--- src/rtl/dmem_arb_pkg.sv ---
// dmem_arb_pkg
// Shared definitions for the data-memory arbiter: priority FSM states,
// read-response owner encoding and the width of the debug wait counter.
package dmem_arb_pkg;

    // Which port wins when both request in the same cycle.
    typedef enum logic {
        CPU_PRI = 1'b0,
        DBG_PRI = 1'b1
    } arb_state_e;

    // Port that owns an outstanding read response.
    typedef enum logic {
        OWN_CPU = 1'b0,
        OWN_DBG = 1'b1
    } owner_e;

    // Width of the consecutive-loss counter; bounds MAX_WAIT to 1..15.
    localparam int WAIT_W = 4;

endpackage

--- src/rtl/dmem_arbiter.sv ---
// dmem_arbiter
// Shares the single-port data memory between the CPU MEM stage and a
// debug/loader port. The CPU wins contention until the debug port has
// lost MAX_WAIT consecutive cycles; the next contended cycle then goes to
// the debug port. Grants are combinational from the requests and the
// registered priority state. Reads return one cycle after the grant.
//
// Ports
//   clk_i, rst_n                       clock, asynchronous active-low reset
//   cpu_req_i/we_i/addr_i/wdata_i      CPU request and payload
//   cpu_gnt_o, cpu_stall_o             CPU grant, stall toward hazard logic
//   cpu_rvalid_o, cpu_rdata_o          CPU load response
//   dbg_req_i/we_i/addr_i/wdata_i      debug request and payload
//   dbg_gnt_o, dbg_rvalid_o, dbg_rdata_o   debug grant and response
//   mem_en_o/we_o/addr_o/wdata_o       memory macro command
//   mem_rdata_i                        memory read data (1-cycle latency)
module dmem_arbiter
    import dmem_arb_pkg::*;
#(
    parameter int ADDR_W   = 32,
    parameter int DATA_W   = 32,
    parameter int MAX_WAIT = 4     // legal range 1..15
) (
    input  logic              clk_i,
    input  logic              rst_n,
    input  logic              cpu_req_i,
    input  logic              cpu_we_i,
    input  logic [ADDR_W-1:0] cpu_addr_i,
    input  logic [DATA_W-1:0] cpu_wdata_i,
    output logic              cpu_gnt_o,
    output logic              cpu_stall_o,
    output logic              cpu_rvalid_o,
    output logic [DATA_W-1:0] cpu_rdata_o,
    input  logic              dbg_req_i,
    input  logic              dbg_we_i,
    input  logic [ADDR_W-1:0] dbg_addr_i,
    input  logic [DATA_W-1:0] dbg_wdata_i,
    output logic              dbg_gnt_o,
    output logic              dbg_rvalid_o,
    output logic [DATA_W-1:0] dbg_rdata_o,
    output logic              mem_en_o,
    output logic              mem_we_o,
    output logic [ADDR_W-1:0] mem_addr_o,
    output logic [DATA_W-1:0] mem_wdata_o,
    input  logic [DATA_W-1:0] mem_rdata_i
);

    localparam logic [WAIT_W-1:0] MAX_WAIT_L = WAIT_W'(MAX_WAIT);

    arb_state_e        state_q, state_d;
    logic [WAIT_W-1:0] wait_q, wait_d;
    logic [WAIT_W-1:0] wait_inc;
    logic              rd_pend_q;
    owner_e            rd_owner_q;
    logic              dbg_wins;
    logic              dbg_lost;

    // Grant and memory mux. Grants and stall are gated by rst_n so that
    // nothing reaches the memory while reset is held, even with requests up.
    always_comb begin
        dbg_wins    = dbg_req_i & (~cpu_req_i | (state_q == DBG_PRI));
        dbg_gnt_o   = rst_n & dbg_wins;
        cpu_gnt_o   = rst_n & cpu_req_i & ~dbg_wins;
        cpu_stall_o = rst_n & cpu_req_i & ~cpu_gnt_o;

        mem_en_o    = 1'b0;
        mem_we_o    = 1'b0;
        mem_addr_o  = '0;
        mem_wdata_o = '0;
        if (dbg_gnt_o) begin
            mem_en_o    = 1'b1;
            mem_we_o    = dbg_we_i;
            mem_addr_o  = dbg_addr_i;
            mem_wdata_o = dbg_wdata_i;
        end else if (cpu_gnt_o) begin
            mem_en_o    = 1'b1;
            mem_we_o    = cpu_we_i;
            mem_addr_o  = cpu_addr_i;
            mem_wdata_o = cpu_wdata_i;
        end
    end

    // Wait counter and priority next-state. The counter cannot exceed
    // MAX_WAIT: reaching it flips to DBG_PRI, where a requesting debug port
    // is always granted and the counter clears.
    always_comb begin
        dbg_lost = dbg_req_i & ~dbg_gnt_o;
        wait_inc = wait_q + WAIT_W'(1);
        wait_d   = dbg_lost ? wait_inc : '0;
        state_d  = state_q;
        unique case (state_q)
            CPU_PRI: if (dbg_lost && (wait_inc == MAX_WAIT_L)) state_d = DBG_PRI;
            DBG_PRI: if (dbg_gnt_o || !dbg_req_i)              state_d = CPU_PRI;
            default: state_d = CPU_PRI;
        endcase
    end

    always_ff @(posedge clk_i or negedge rst_n) begin
        if (!rst_n) begin
            state_q    <= CPU_PRI;
            wait_q     <= '0;
            rd_pend_q  <= 1'b0;
            rd_owner_q <= OWN_CPU;
        end else begin
            state_q    <= state_d;
            wait_q     <= wait_d;
            rd_pend_q  <= mem_en_o & ~mem_we_o;
            rd_owner_q <= dbg_gnt_o ? OWN_DBG : OWN_CPU;
        end
    end

    // Read data is steered to the owner only; the other port sees zero.
    always_comb begin
        cpu_rvalid_o = rd_pend_q & (rd_owner_q == OWN_CPU);
        dbg_rvalid_o = rd_pend_q & (rd_owner_q == OWN_DBG);
        cpu_rdata_o  = cpu_rvalid_o ? mem_rdata_i : '0;
        dbg_rdata_o  = dbg_rvalid_o ? mem_rdata_i : '0;
    end

endmodule

--- config.mk ---
export PLATFORM = sky130hd
export DESIGN_NAME = dmem_arbiter
export DESIGN_NICKNAME = d
export VERILOG_FILES = /design/src/rtl/dmem_arb_pkg.sv /design/src/rtl/dmem_arbiter.sv
export SDC_FILE = /design/constraint.sdc
export NUM_CORES = 1
export LEC_CHECK = 0
export BUFFER_PORTS_ARGS = -buffer_cell sky130_fd_sc_hd__buf_2
export CAP_MARGIN = 5
export CORE_AREA = 2 2 117 119
export DETAILED_ROUTE_END_ITERATION = 10
export DIE_AREA = 0 0 119 121
export HOLD_SLACK_MARGIN = 0.03
export PLACE_DENSITY = 0.55
export SYNTH_ARGS = -nofsm -noshare
export SYNTH_HDL_FRONTEND = slang
export SYNTH_SLANG_ARGS = --single-unit
--- constraint.sdc ---
create_clock -name clk_i -period 1.6 [get_ports clk_i]
set_input_delay 0 -clock clk_i [delete_from_list [all_inputs] [get_ports clk_i]]
set_output_delay 0 -clock clk_i [all_outputs]
set_load 0.01 [all_outputs]
==> flow_metrics.tcl, run 1 <==
set metrics [dict create \
    drc 0 \
    worst-path-stages 6 \
    synth_top_family_by_area "compound AO/OA/AOI/OAI gates" \
    layout.cells.most_common_list "buf_2, a22o_1, and2_1" \
    cts_tree "built" \
    rows 42 \
    cts_max_path_buffers 2 \
    port_buffers 300 \
    powerDensity_nw_per_um2 397 \
    synth_compound_area_share_pct 39.7 \
    routabilityCongestion 0.828 \
    wl_mm 9.12 \
    start_util_pct 11.3 \
    die-height_um 121 \
    r2r_end "state_q" \
    crit_path_end_kind "output port" \
    drtPass1Iterations 4 \
    arrival_ns 1.53 \
    diodes 0 \
    clock.fmax_mhz 653 \
    grt_usage_pct 9.92 \
    ir_worst_vdd_mv 0.668 \
    crit_path_end "cpu_stall_o" \
    ant_nets 0 \
    grt_pass1_vias 2315 \
    finalCriticalPeriod_ns 1.53 \
    yosys.area_share.simple_pct 34.5 \
    drive_gt1_share_pct 66.7 \
    root_buffer "clkbuf_16" \
    yosysSeqAreaShare_pct 11.8 \
    r2r_start "wait_q[0]" \
    yosys.area.top_type "a22o_1" \
    r2r_slack_ns 0.40 \
    synthMuxAreaShare_pct 0 \
    fin_crit_sh_pct 95.8 \
    ff2ff_path_depth 3 \
    syn2layout_area_growth_pct 124 \
    status "completed" \
    cp-start-kind "flop" \
    avgSynthCellArea_sq_um 7.97 \
    crit_chain "nor2b_4, nor3b_4, buf_6, buf_6, and2_1, buf_2" \
    startpoint "state_q" \
    fin_util_pct 25.4 \
    syn-instance-count 186 \
    synth.top_cell.area_share_pct 38.4 \
    die-area_sq_um 14400 \
    total_power_mw 1.32 \
    critPathTopFamily "buffers and inverters" \
    coreArea_sq_um 13100 \
    synth_xor_area_share_pct 1.18 \
    synth_fp_nets 354 \
    slew_headroom_pct 78.4 \
    insertion_delay_ns 0.23 \
    cts_buffers 3 \
    cts_htree_levels 1 \
    syn_area_sq_um 1480 \
    yosysWarnings 0 \
    worstPathRequired_ns 1.60 \
    crit_buf_inv 3 \
    tns_ns 0 \
    maxSlewViolCount 0 \
    grt-ovfl-total 0 \
    tightest_slew_ns 0.323 \
    synthAdderAreaFrac_pct 1.69 \
    ios 301 \
    grt_pass1_wl_mm 11.9 \
    clk_pin_slew_ns 0.04 \
    dieWidth_um 119 \
    crit_fanout 14 \
    layout_commonest_cell "buf_2" \
    yosysUniqueCellTypes 23 \
    drtIter0Drc 123 \
    vias 2678 \
    vias_per_cell 4.06 \
    clock_skew_ns 0.000952 \
    worstSetupPathType "reg -> out" \
    grt_max_degree 60 \
    cts_sinks 7 \
    crit_top_cell "buf_6" \
    hp-class "in -> reg" \
    maxCapViolCount 0 \
    crit_slowest_cell "dfrtp_1" \
    rsz0062_at_grt "false" \
    wl_per_cell_um 13.8 \
    fin_nets 652 \
    dp_hpwl_mm 7.11 \
    synth_area_leaders "a22o_1, and2_1, and3_1" \
    cp_slowest_stage_delay_ns 0.39 \
    antenna_found_initial 0 \
    hold_viol 0 \
    power_leakage_nw 2.18 \
    setup_viol 0 \
    synth_seq_cells 7 \
]
-- layer usage --
layer,track usage (%),vias to the layer above,part of all wire (%),wire [um]
li1,-,1301,-,-
met1,13.0,1221,41,3710
met2,17.1,150,49,4500
met3,2.26,6,9.2,842
met4,1.12,0,0.79,72
met5,0,-,0,0
-- report_power, final --
group          switching (mW)  total (mW)  internal, mW
Clock                  0.0870       0.418         0.331
Combinational           0.336       0.711         0.375
Sequential            0.00495       0.190         0.185
-- worst min path at each step --
stage / start / endpoint / slack (ns) / cells past startpoint
finish: cpu_we_i / rd_pend_q / 0.06 / 3
global route: cpu_we_i / rd_pend_q / 0.08 / 3
CTS: cpu_we_i / rd_pend_q / 0.07 / 3
detailed placement: rst_n / state_q / -0.15 / 1
global placement: rst_n / state_q / -0.15 / 1
floorplan: rst_n / rd_owner_q / -0.30 / 0
-- worst register-to-register path: cells and delay by family, from the launching register on --
kind            cells  cell delay (ns)
fa+ha+maj           1             0.21
compound gates      1             0.33
flops               1             0.40
xor+xnor            1             0.14
-- cell type report --
| type | count | area (sq um) |
|---|---|---|
| clock buffers | 4 | 78.8 |
| fillers | 1428 | 9760 |
| inverters | 3 | 11.3 |
| multi-input cells | 153 | 1150 |
| flip-flops and latches | 7 | 175 |
| well taps | 176 | 220 |
| repair buffers | 316 | 1690 |
-- what timing repair did --
action | in CTS | in global routing
cloned | 0 | 3
buffers inserted | 1 | 1
pin swaps | 1 | 1
hold buffers | 1 | 0
endpoints found under the hold margin | 7 | 0
resized for setup | 0 | 1
endpoints found under the setup margin | 1 | 31
-- Yosys cell counts (all sizes together) --
cell type	instances
or3b	1
nor3b	1
o21ai	1
inv	3
xnor2	2
a21oi	1
nand2	1
ha	2
nor2b	3
dfrtp	7
nand3b	1
nand3	2
and2	34
nor2	5
and3	33
clkbuf	11
buf	12
o41ai	1
a22o	65
-- registers in the layout, indices dropped and copies added, names as in the netlist --
signal / count
rd_owner_q: 1
rd_pend_q: 1
state_q: 1
wait_q: 4
-- logic make-up after synthesis --
family                     after synthesis
and+or+nand+nor                         81
adders and majority gates                2
buffers and inverters                   26
AOI/OAI and AO/OA                       68
xor gates and xnor gates                 2
DFF                                      7
-- stage by stage --
step                std cells  instance area [sq um]  worst slack (ns)  hold WS, ns
CTS                       655                   3250            0.0161       0.0679
floorplan                 186                   1480             0.353       -0.296
global route              659                   3330           0.00822       0.0832
finish                    659                   3330            0.0679       0.0629
global placement          649                   3160             0.238       -0.148
detailed placement        649                   3160             0.219       -0.150
(Power assumes the default switching activity.)
==> inputs of run 2 (changes only) <==
- CORE_AREA: 2 2 117 119 -> 2 2 118 120
- CTS_BUF_LIST: default -> sky130_fd_sc_hd__clkbuf_8
- DIE_AREA: 0 0 119 121 -> 0 0 120 122
==> run 2 against run 1 <==
  * Die area increased by 1.7%
  * Core utilization decreased by 0.19 points
  * Critical endpoint is now mem_addr_o[28]
  * Clock-buffer cell count decreased by 1
==> flow_metrics.tcl, run 2 (same netlist as run 1, synthesis figures left out) <==
set metrics [dict create \
    hold_viol 0 \
    powerDensity_nw_per_um2 352 \
    grt_pass1_wl_mm 13.1 \
    worstPathRequired_ns 1.60 \
    routed.top_layer "met5" \
    maxCapViolCount 0 \
    fin_nets 655 \
    setup_viol 0 \
    layout.cells.most_common_list "buf_2, a22o_1, and2_1" \
    port_buffers 300 \
    crit_path_end_kind "output port" \
    coreArea_sq_um 13500 \
    slew_headroom_pct 79.2 \
    syn2layout_area_growth_pct 130 \
    ir_worst_vdd_mv 0.425 \
    dieWidth_um 120 \
    crit_fanout 19 \
    arrival_ns 1.59 \
    clock_skew_ns 0.000192 \
    insertion_delay_ns 0.23 \
    drive_gt1_share_pct 67.5 \
    start_util_pct 11.0 \
    regMostFlops "wait_q" \
    hp-class "in -> reg" \
    wl_met1_mm 5.03 \
    power_leakage_nw 2.22 \
    wl_mm 10.5 \
    wl_per_cell_um 15.7 \
    drtPass1Iterations 4 \
    cts_max_path_buffers 2 \
    layout_commonest_cell "buf_2" \
    drtIter0Drc 125 \
    met3WireLength_mm 1.07 \
    grt_usage_pct 11.7 \
    cp-start-kind "flop" \
    total_power_mw 1.20 \
    ios 301 \
    grt_max_degree 35 \
    largest_register_ffs 4 \
    rows 43 \
    maxSlewViolCount 0 \
    vias 2720 \
    status "completed" \
    multi_input_area_sq_um 1170 \
    drc 0 \
    finalCriticalPeriod_ns 1.59 \
    clock.fmax_mhz 631 \
    fillers 1505 \
    rsz0062_at_grt "true" \
    cts_htree_levels 1 \
    cts_sinks 7 \
    clk_pin_slew_ns 0.04 \
    hold_ws_ns 0.0543 \
    seqCellArea_sq_um 175 \
    grt_pass1_vias 2247 \
    die-area_sq_um 14600 \
    grt-ovfl-total 0 \
    ant_nets 0 \
    cts_buffers 3 \
    worstSetupPathType "reg -> out" \
    cts_tree "built" \
    vias_per_cell 4.08 \
    root_buffer "clkbuf_8" \
    met2WireLength_mm 4.34 \
    routabilityCongestion 0.769 \
    die-height_um 122 \
    fin_crit_sh_pct 99.1 \
    tightest_slew_ns 0.308 \
    antenna_found_initial 3 \
    dp_hpwl_mm 8.03 \
]
## run 2: through the flow
step / setup WS, ns / utilization, % / instance area [sq um] / setup TNS (ns) / instances
finish: 0.0147 / 25.2 / 3410 / 0 / 667
global placement: 0.210 / 23.5 / 3170 / 0 / 653
global route: -0.0569 / 25.2 / 3400 / -0.927 / 666
CTS: -0.00306 / 24.4 / 3290 / -0.00306 / 661
detailed placement: 0.196 / 23.5 / 3170 / 0 / 653
floorplan: 0.353 / - / 1480 / 0 / 186
## run 2: per-layer routing
| metal | vias to the layer above | track usage [%] |
|---|---|---|
| met5 | - | 0 |
| met4 | 2 | 1.54 |
| met3 | 4 | 2.95 |
| met2 | 166 | 15.9 |
| met1 | 1230 | 18.4 |
| li1 | 1318 | - |
## run 2: worst max-delay path, cell delays in order, from the launching register on
cell and delay, ns:
dfrtp_1 0.41, nand2_1 0.10, and3_4 0.26, buf_12 0.18
a22o_1 0.23, buf_2 0.16
## run 2: final timing paths
| check | start | endpoint | slack (ns) | cells past startpoint |
|---|---|---|---|---|
| hold reg to reg | wait_q[0] | wait_q[0] | 0.49 | 1 |
| setup / recovery | state_q | mem_addr_o[28] | 0.01 | 5 |
| setup reg to reg | wait_q[0] | state_q | 0.37 | 3 |
| max in group asynchronous | rst_n | wait_q[2] | 1.14 | 2 |
| hold / removal | cpu_we_i | rd_pend_q | 0.05 | 3 |
| min in group asynchronous | rst_n | wait_q[0] | 0.22 | 2 |
## run 2: repair_timing
item | 4_1_cts | 5_1_grt
gates cloned | 1 | 4
hold endpoints to repair | 7 | 0
pin swaps | 2 | 2
resized for setup | 4 | 3
setup buffers | 2 | 1
hold buffers | 1 | 0
setup endpoints to repair | 6 | 39
## run 2: layout make-up
class	instances	share of cell area [%]
timing repair buffer	319	52.0
clock inverter	1	0.110
tap	180	6.61
inverter	3	0.331
antenna	1	0.0734
multi-input combinational	153	34.5
clock buffer	3	1.21
sequential	7	5.14
## run 2: where the power goes
part	switching [mW]	internal [mW]
clock network	0.0818	0.166
registers	0.00533	0.185
logic	0.364	0.397
